[src/rtl/oc_led_array.sv]
// oc_led_array: multi-channel PWM LED driver with off/on/blink/heartbeat/breathe animation and a
// valid/ready register port. Define OC_LED_ARRAY_GAMMA_EN for a squared brightness curve (+1 cycle).
module oc_led_array #(
  parameter int ClockHz      = 100_000_000,
  parameter int LedCount     = 4,
  parameter int BrightBits   = 6,
  parameter int PrescaleBits = 12
) (
  input  logic                clock,
  input  logic                reset,
  input  logic                cfgValid,
  output logic                cfgReady,
  input  logic                cfgWrite,
  input  logic [7:0]          cfgAddr,
  input  logic [31:0]         cfgWdata,
  output logic                rspValid,
  input  logic                rspReady,
  output logic [31:0]         rspData,
  output logic                rspError,
  output logic [LedCount-1:0] ledOut
);
  localparam int B      = BrightBits;
  localparam int PreDiv = ClockHz / (2 ** (B + 12));
  localparam logic [PrescaleBits-1:0] InitPrescale = PrescaleBits'((PreDiv > 0) ? PreDiv - 1 : 0);
  localparam logic [31:0] CtrlMask = 32'h80F7_FF07;
  localparam logic [31:0] IdWord   = {16'h4C44, 8'(B), 8'(LedCount)};
  localparam logic [8:0]  LastAddr = 9'(LedCount + 1);

  // Full-scale bright passes the ramp untouched so a 100% channel reaches solid on.
  function automatic logic [B-1:0] scale_ramp(input logic [B-1:0] ramp, input logic [B-1:0] bright);
    logic [2*B-1:0] prod;
    prod = {{B{1'b0}}, ramp} * {{B{1'b0}}, bright};
    return (&bright) ? ramp : B'(prod >> B);
  endfunction

  function automatic logic duty(input logic [B-1:0] pwm, input logic [B-1:0] lvl);
    return (&lvl) || (pwm < lvl);
  endfunction

`ifdef OC_LED_ARRAY_GAMMA_EN
  function automatic logic [B-1:0] gamma(input logic [B-1:0] x);
    logic [2*B-1:0] sq;
    sq = {{B{1'b0}}, x} * {{B{1'b0}}, x};
    return (&x) ? x : B'(sq >> B);
  endfunction
`endif

  logic [PrescaleBits-1:0] r_prescale;
  logic [PrescaleBits-1:0] r_pre_cnt;
  logic [B-1:0]            r_pwm;
  logic [7:0]              r_intra;
  logic [3:0]              r_step;
  logic [31:0]             r_ctrl [LedCount];
  logic                    r_rsp_valid;
  logic                    r_rsp_error;
  logic [31:0]             r_rsp_data;
  logic [LedCount-1:0]     r_led;

  logic                    w_accept;
  logic                    w_addr_ok;
  logic                    w_pre_wr;
  logic                    w_pulse;
  logic [31:0]             w_rdata;
  logic [B-1:0]            w_lvl [LedCount];
  logic [LedCount-1:0]     w_inv;

  assign cfgReady  = !r_rsp_valid || rspReady;
  assign w_accept  = cfgValid && cfgReady;
  assign w_addr_ok = {1'b0, cfgAddr} <= LastAddr;
  assign w_pre_wr  = w_accept && cfgWrite && (cfgAddr == 8'd1);
  assign w_pulse   = (r_pre_cnt == r_prescale);

  assign rspValid = r_rsp_valid;
  assign rspData  = r_rsp_data;
  assign rspError = r_rsp_error;
  assign ledOut   = r_led;

  always_comb begin
    w_rdata = '0;
    if (cfgAddr == 8'd0) w_rdata = IdWord;
    else if (cfgAddr == 8'd1) w_rdata = 32'(r_prescale);
    else
      for (int i = 0; i < LedCount; i++)
        if (cfgAddr == 8'(i + 2)) w_rdata = r_ctrl[i];
  end

  always_ff @(posedge clock) begin
    if (!reset) begin
      r_prescale <= InitPrescale;
      for (int i = 0; i < LedCount; i++) r_ctrl[i] <= '0;
    end else if (w_accept && cfgWrite) begin
      if (cfgAddr == 8'd1) r_prescale <= cfgWdata[PrescaleBits-1:0];
      for (int i = 0; i < LedCount; i++)
        if (cfgAddr == 8'(i + 2)) r_ctrl[i] <= cfgWdata & CtrlMask;
    end
  end

  always_ff @(posedge clock) begin
    if (!reset) begin
      r_rsp_valid <= 1'b0;
      r_rsp_error <= 1'b0;
      r_rsp_data  <= '0;
    end else if (w_accept) begin
      r_rsp_valid <= 1'b1;
      r_rsp_error <= !w_addr_ok;
      r_rsp_data  <= (cfgWrite || !w_addr_ok) ? '0 : w_rdata;
    end else if (rspReady) begin
      r_rsp_valid <= 1'b0;
    end
  end

  // Timebase chain: prescale -> pwm slot -> intra-step -> animation step.
  always_ff @(posedge clock) begin
    if (!reset || w_pre_wr) begin
      r_pre_cnt <= '0;
      r_pwm     <= '0;
      r_intra   <= '0;
      r_step    <= '0;
    end else if (w_pulse) begin
      r_pre_cnt <= '0;
      r_pwm     <= r_pwm + 1'b1;
      if (&r_pwm) begin
        r_intra <= r_intra + 1'b1;
        if (&r_intra) r_step <= r_step + 1'b1;
      end
    end else begin
      r_pre_cnt <= r_pre_cnt + 1'b1;
    end
  end

  for (genvar g = 0; g < LedCount; g++) begin : g_ch
    logic [3:0]   w_s;
    logic [B-1:0] w_r;
    logic [B-1:0] w_bright;
    logic [B-1:0] w_ramp;
    logic [B-1:0] w_level;

    always_comb begin
      w_s      = r_step + r_ctrl[g][23:20];
      w_r      = B'({w_s[2:0], r_intra} >> (11 - B));
      w_bright = r_ctrl[g][8 +: B];
      w_ramp   = '0;
      w_level  = '0;
      case (r_ctrl[g][2:0])
        3'd1: w_level = w_bright;
        3'd2: if (w_s[0] && (w_s[3:1] < r_ctrl[g][18:16])) w_level = w_bright;
        3'd3: begin
          if (w_s == 4'd0 || w_s == 4'd2) w_ramp = w_r;
          else if (w_s == 4'd1 || w_s == 4'd3) w_ramp = ~w_r;
          w_level = scale_ramp(w_ramp, w_bright);
        end
        3'd4: begin
          w_ramp  = w_s[3] ? ~w_r : w_r;
          w_level = scale_ramp(w_ramp, w_bright);
        end
        default: ;
      endcase
    end

    assign w_lvl[g] = w_level;
    assign w_inv[g] = r_ctrl[g][31];
  end

`ifdef OC_LED_ARRAY_GAMMA_EN
  logic [B-1:0]        r_lvl_p1 [LedCount];
  logic [B-1:0]        r_pwm_p1;
  logic [LedCount-1:0] r_inv_p1;

  always_ff @(posedge clock) begin
    if (!reset) begin
      r_pwm_p1 <= '0;
      r_inv_p1 <= '0;
      r_led    <= '0;
      for (int i = 0; i < LedCount; i++) r_lvl_p1[i] <= '0;
    end else begin
      // p1: gamma-mapped level; then duty compare into the output register
      r_pwm_p1 <= r_pwm;
      r_inv_p1 <= w_inv;
      for (int i = 0; i < LedCount; i++) begin
        r_lvl_p1[i] <= gamma(w_lvl[i]);
        r_led[i]    <= duty(r_pwm_p1, r_lvl_p1[i]) ^ r_inv_p1[i];
      end
    end
  end
`else
  always_ff @(posedge clock) begin
    if (!reset) begin
      r_led <= '0;
    end else begin
      for (int i = 0; i < LedCount; i++)
        r_led[i] <= duty(r_pwm, w_lvl[i]) ^ w_inv[i];
    end
  end
`endif

endmodule

[config.mk]
export PLATFORM = sky130hd
export DESIGN_NAME = oc_led_array
export DESIGN_NICKNAME = d
export VERILOG_FILES = /design/src/rtl/oc_led_array.sv
export SDC_FILE = /design/constraint.sdc
export NUM_CORES = 1
export LEC_CHECK = 0
export CORE_ASPECT_RATIO = 1.5
export CORE_MARGIN = 2
export CORE_UTILIZATION = 30
export DETAILED_ROUTE_END_ITERATION = 7
export SLEW_MARGIN = 20
export SYNTH_ARGS = -nofsm -noshare
export SYNTH_HDL_FRONTEND = slang
export SYNTH_SLANG_ARGS = --single-unit
[constraint.sdc]
create_clock -name clock -period 10 [get_ports clock]
set_clock_uncertainty 0.1 [all_clocks]
set_input_delay 1 -clock clock [delete_from_list [all_inputs] [get_ports clock]]
set_output_delay 1 -clock clock [all_outputs]
set_load 0.01 [all_outputs]
==> flow_results.xml <==
<?xml version="1.0" encoding="UTF-8"?>
<metrics>
  <group name="worst_setup_path">
    <metric name="cp-start-kind" unit="">flip-flop</metric>
    <metric name="cp_max_fo" unit="">24</metric>
    <metric name="timing_worst_setup_path_type" unit="">flip-flop to flip-flop</metric>
    <metric name="end_kind" unit="">flip-flop</metric>
    <metric name="timing.critical_path.required" unit="ns">10.23</metric>
    <metric name="arrival" unit="ns">8.01</metric>
  </group>
  <group name="detailed_routing">
    <metric name="drt.antenna.violating_nets" unit="">0</metric>
    <metric name="drt-vias-per-instance" unit="">5.125</metric>
    <metric name="post-route-drc-count" unit="">0</metric>
    <metric name="wl_per_cell" unit="µm">18.05</metric>
    <metric name="detailedRoute.firstPassIterationCount" unit="">5</metric>
    <metric name="wirelength" unit="mm">49.49</metric>
    <metric name="num_vias" unit="">14050</metric>
    <metric name="drtIter0Drc" unit="">776</metric>
  </group>
  <group name="placed_design">
    <metric name="gp_congestion" unit="">0.9073</metric>
    <metric name="dp.final_hpwl" unit="mm">38.71</metric>
    <metric name="place_worst_setup_slack" unit="ns">2.377</metric>
    <metric name="place.port_buffers" unit="">70</metric>
    <metric name="dpl.cell_count" unit="">2710</metric>
  </group>
  <group name="logic_synthesis">
    <metric name="avgSynthCellArea" unit="µm²">8.801</metric>
    <metric name="synth.yosys.warnings" unit="">0</metric>
    <metric name="yosys_most_used_dff" unit="">sky130_fd_sc_hd__edfxtp_1</metric>
    <metric name="syn-cell-area" unit="µm²">16990</metric>
    <metric name="ys_async_sr_fraction" unit="%">0</metric>
    <metric name="synth_edf_count" unit="">76</metric>
    <metric name="ys_seq_area_share" unit="%">22.04</metric>
    <metric name="post_synth_inst_count" unit="">1930</metric>
    <metric name="synth_seq_cells" unit="">149</metric>
    <metric name="post_synth_num_cell_types" unit="">80</metric>
  </group>
  <group name="clock_tree">
    <metric name="clock-sinks" unit="">149</metric>
    <metric name="cts_repair_resize_count" unit="">0</metric>
    <metric name="clock_insertion_delay_worst_skew" unit="ns">0.44</metric>
    <metric name="post-cts-setup-buffers" unit="">0</metric>
    <metric name="cts_root_buf" unit="">sky130_fd_sc_hd__clkbuf_16</metric>
    <metric name="cts.clk_slew.worst_paths" unit="ns">0.06</metric>
    <metric name="cts_tree" unit="">built</metric>
    <metric name="cts_hold_buf" unit="">0</metric>
    <metric name="clk_path_buf_depth" unit="">2</metric>
    <metric name="cts_max_level" unit="">4</metric>
    <metric name="numCtsBuffers" unit="">17</metric>
  </group>
  <group name="finish">
    <metric name="diodes" unit="">0</metric>
    <metric name="layout_commonest_cell" unit="">sky130_fd_sc_hd__inv_1</metric>
    <metric name="area_growth" unit="%">12.37</metric>
    <metric name="n_fill_cell" unit="">5783</metric>
    <metric name="mostFrequentLayoutCells" unit="">sky130_fd_sc_hd__inv_1, sky130_fd_sc_hd__nand2_1, sky130_fd_sc_hd__and2_1, sky130_fd_sc_hd__ha_1, sky130_fd_sc_hd__fa_1</metric>
    <metric name="post_layout_nonfiller_instances" unit="">2742</metric>
    <metric name="drive_gt1_share" unit="%">3.424</metric>
    <metric name="fin_nets" unit="">2334</metric>
    <metric name="finish.utilization" unit="%">34.18</metric>
  </group>
  <group name="run">
    <metric name="maxCapViolCount" unit="">0</metric>
  </group>
  <group name="floorplan">
    <metric name="die_height" unit="µm">295.4</metric>
    <metric name="die_wd" unit="µm">198.3</metric>
    <metric name="die-area" unit="µm²">58580</metric>
    <metric name="fp.coreArea" unit="µm²">55840</metric>
    <metric name="start_util" unit="%">30.42</metric>
    <metric name="row_count" unit="">106</metric>
    <metric name="floorplan.io_pins" unit="">84</metric>
  </group>
  <group name="power">
    <metric name="total_leakage_power" unit="nW">8.254</metric>
    <metric name="worst_ir_drop_vdd" unit="V">0.0002130</metric>
    <metric name="powerDensity" unit="nW/µm²">85.01</metric>
  </group>
  <group name="sta">
    <metric name="final-setup-viol-count" unit="">0</metric>
    <metric name="finalWorstPathRequiredPeriod" unit="ns">7.773</metric>
    <metric name="rsz0062_at_grt" unit="">false</metric>
    <metric name="setup_total_negative_slack" unit="ns">0</metric>
    <metric name="final_max_slew_violation_count" unit="">0</metric>
    <metric name="fmax" unit="MHz">128.6</metric>
    <metric name="max_slew_margin" unit="%">27.18</metric>
    <metric name="fin_crit_share" unit="%">77.73</metric>
    <metric name="report.final.hold_viol_count" unit="">0</metric>
    <metric name="worstMarginPinSlew" unit="ns">1.092</metric>
    <metric name="layout_setup_ws" unit="ns">2.227</metric>
    <metric name="worst_hold_margin" unit="ns">0.4054</metric>
  </group>
  <group name="grt">
    <metric name="globalRoute.totalOverflow" unit="">0</metric>
    <metric name="antenna_found_initial" unit="">0</metric>
    <metric name="via_count_of_the_first_global_routing_pass" unit="">14610</metric>
    <metric name="grt_use_total" unit="%">17.28</metric>
    <metric name="grt_first_pass_wirelength" unit="mm">78.71</metric>
    <metric name="largest_net_degree_at_the_start_of_global_routing" unit="">53</metric>
  </group>
  <group name="run_status">
    <metric name="status" unit="">finished, final reports clean</metric>
  </group>
  <group name="worst_hold_path">
    <metric name="hold_path_class" unit="">flip-flop to flip-flop</metric>
  </group>
</metrics>
==> critical path, stage by stage (launching register included) <==
cell and delay (ns):
sky130_fd_sc_hd__dfxtp_1 0.52, sky130_fd_sc_hd__ha_1 0.34, sky130_fd_sc_hd__a21oi_1 0.27, sky130_fd_sc_hd__o211ai_1 0.21
sky130_fd_sc_hd__and2_1 0.33, sky130_fd_sc_hd__inv_1 0.10, sky130_fd_sc_hd__ha_1 0.54, sky130_fd_sc_hd__and2_1 0.31
sky130_fd_sc_hd__nand2_1 0.10, sky130_fd_sc_hd__fa_1 0.54, sky130_fd_sc_hd__fa_1 0.57, sky130_fd_sc_hd__inv_1 0.05
sky130_fd_sc_hd__fa_1 0.45, sky130_fd_sc_hd__ha_1 0.30, sky130_fd_sc_hd__a21oi_1 0.20, sky130_fd_sc_hd__nor3b_1 0.31
sky130_fd_sc_hd__a21oi_2 0.13, sky130_fd_sc_hd__a21o_1 0.19, sky130_fd_sc_hd__a21oi_1 0.27, sky130_fd_sc_hd__xor2_1 0.22
sky130_fd_sc_hd__nor2_1 0.07, sky130_fd_sc_hd__a211oi_1 0.43, sky130_fd_sc_hd__ha_1 0.32, sky130_fd_sc_hd__o21ai_0 0.15
sky130_fd_sc_hd__a21oi_1 0.07, sky130_fd_sc_hd__o32ai_2 0.27, sky130_fd_sc_hd__xor2_1 0.11, sky130_fd_sc_hd__and2_1 0.17
==> registers in the layout (all words and copies together) (netlist names) <==
name	count
r_ctrl	76
rspData	25
r_pre_cnt	12
r_prescale	12
r_intra	8
r_pwm	6
ledOut	4
r_step	4
rspError	1
rspValid	1
==> final cells by class <==
| type | count | area [µm²] | area share, % |
|---|---|---|---|
| timing repair buffer | 80 | 770.7 | 4.038 |
| clock inverter | 14 | 172.7 | 0.9047 |
| multi-input combinational | 1530 | 12290 | 64.40 |
| sequential | 149 | 3744 | 19.61 |
| tap | 756 | 945.9 | 4.956 |
| clock buffer | 18 | 429.2 | 2.249 |
| inverter | 195 | 732.0 | 3.835 |
==> through the flow <==
stage          total power (W)  area, µm²
2_1_floorplan        0.0008724      17090
3_3_place_gp         0.0009619      18470
3_5_place_dp         0.0009699      18470
4_1_cts               0.001629      19070
5_1_grt               0.001693      19090
6_report              0.001623      19090
==> path summary, 6_finish.rpt <==
check	startpoint	end	slack, ns	depth (start not counted)
worst max-delay path	r_step[2]	ledOut[0]	2.23	27
worst min-delay path	r_pre_cnt[0]	r_pre_cnt[0]	0.41	1
worst max register to register	r_step[2]	ledOut[0]	2.23	27
worst min register to register	r_pre_cnt[0]	r_pre_cnt[0]	0.41	1
==> report_power, final <==
| part | internal, W | switching [W] |
|---|---|---|
| clock | 0.000395 | 0.000271 |
| combinational | 0.000116 | 0.000165 |
| sequential | 0.000652 | 0.0000235 |
| total | 0.00116 | 0.000459 |
==> Yosys cell counts, types with 5 or more instances <==
master                     instances  area [µm²]
sky130_fd_sc_hd__a211oi_1         11       82.58
sky130_fd_sc_hd__a21boi_0          9       67.56
sky130_fd_sc_hd__a21o_1           13       97.59
sky130_fd_sc_hd__a21oi_1          89       445.4
sky130_fd_sc_hd__a221oi_1         15       131.4
sky130_fd_sc_hd__a22o_1            7       61.31
sky130_fd_sc_hd__a22oi_1          36       270.3
sky130_fd_sc_hd__a31oi_1           8       50.05
sky130_fd_sc_hd__and2_1          185        1157
sky130_fd_sc_hd__and3_1           84       525.5
sky130_fd_sc_hd__buf_4             9       67.56
sky130_fd_sc_hd__clkbuf_1         66       247.7
sky130_fd_sc_hd__dfxtp_1          73        1461
sky130_fd_sc_hd__edfxtp_1         76        2282
sky130_fd_sc_hd__fa_1            132        2643
sky130_fd_sc_hd__ha_1            184        2302
sky130_fd_sc_hd__inv_1           194       728.2
sky130_fd_sc_hd__mux2i_1          17       170.2
sky130_fd_sc_hd__nand2_1         192       720.7
sky130_fd_sc_hd__nand2b_1         25       156.4
sky130_fd_sc_hd__nand3_1          41       205.2
sky130_fd_sc_hd__nand4_1          20       125.1
sky130_fd_sc_hd__nor2_1           92       345.3
sky130_fd_sc_hd__nor2b_1          32       200.2
sky130_fd_sc_hd__nor3_1           21       105.1
sky130_fd_sc_hd__o211ai_1          5       37.54
sky130_fd_sc_hd__o21a_1            5       37.54
sky130_fd_sc_hd__o21ai_0          39       195.2
sky130_fd_sc_hd__o21ai_1          12       60.06
sky130_fd_sc_hd__o21bai_1          8       60.06
sky130_fd_sc_hd__o22ai_1           5       31.28
sky130_fd_sc_hd__o31ai_1          11       82.58
sky130_fd_sc_hd__or2_2             7       43.79
sky130_fd_sc_hd__or3_1             8       50.05
sky130_fd_sc_hd__xnor2_1          66       578.1
sky130_fd_sc_hd__xor2_1           49       429.2
==> layer usage <==
| metal | GRT usage [%] | up-vias | share of wire, % |
|---|---|---|---|
| met5 | 0 | - | 0 |
| met4 | 9.463 | 0 | 5.0 |
| met3 | 1.677 | 97 | 4.3 |
| met2 | 31.86 | 411 | 52 |
| met1 | 19.37 | 6889 | 39 |
| li1 | - | 6655 | - |
==> cell families after synthesis <==
| logic type | count (synthesis) | share of synthesized area, % |
|---|---|---|
| xor+xnor | 117 | 6.122 |
| buf+inv | 278 | 6.416 |
| compound gates | 315 | 12.49 |
| mux | 19 | 1.156 |
| simple gates | 734 | 22.62 |
| fa+ha+maj | 316 | 29.11 |
| other cells | 2 | 0.04422 |
| flops | 149 | 22.04 |
Note: power is estimated with default switching activity, not from simulation.
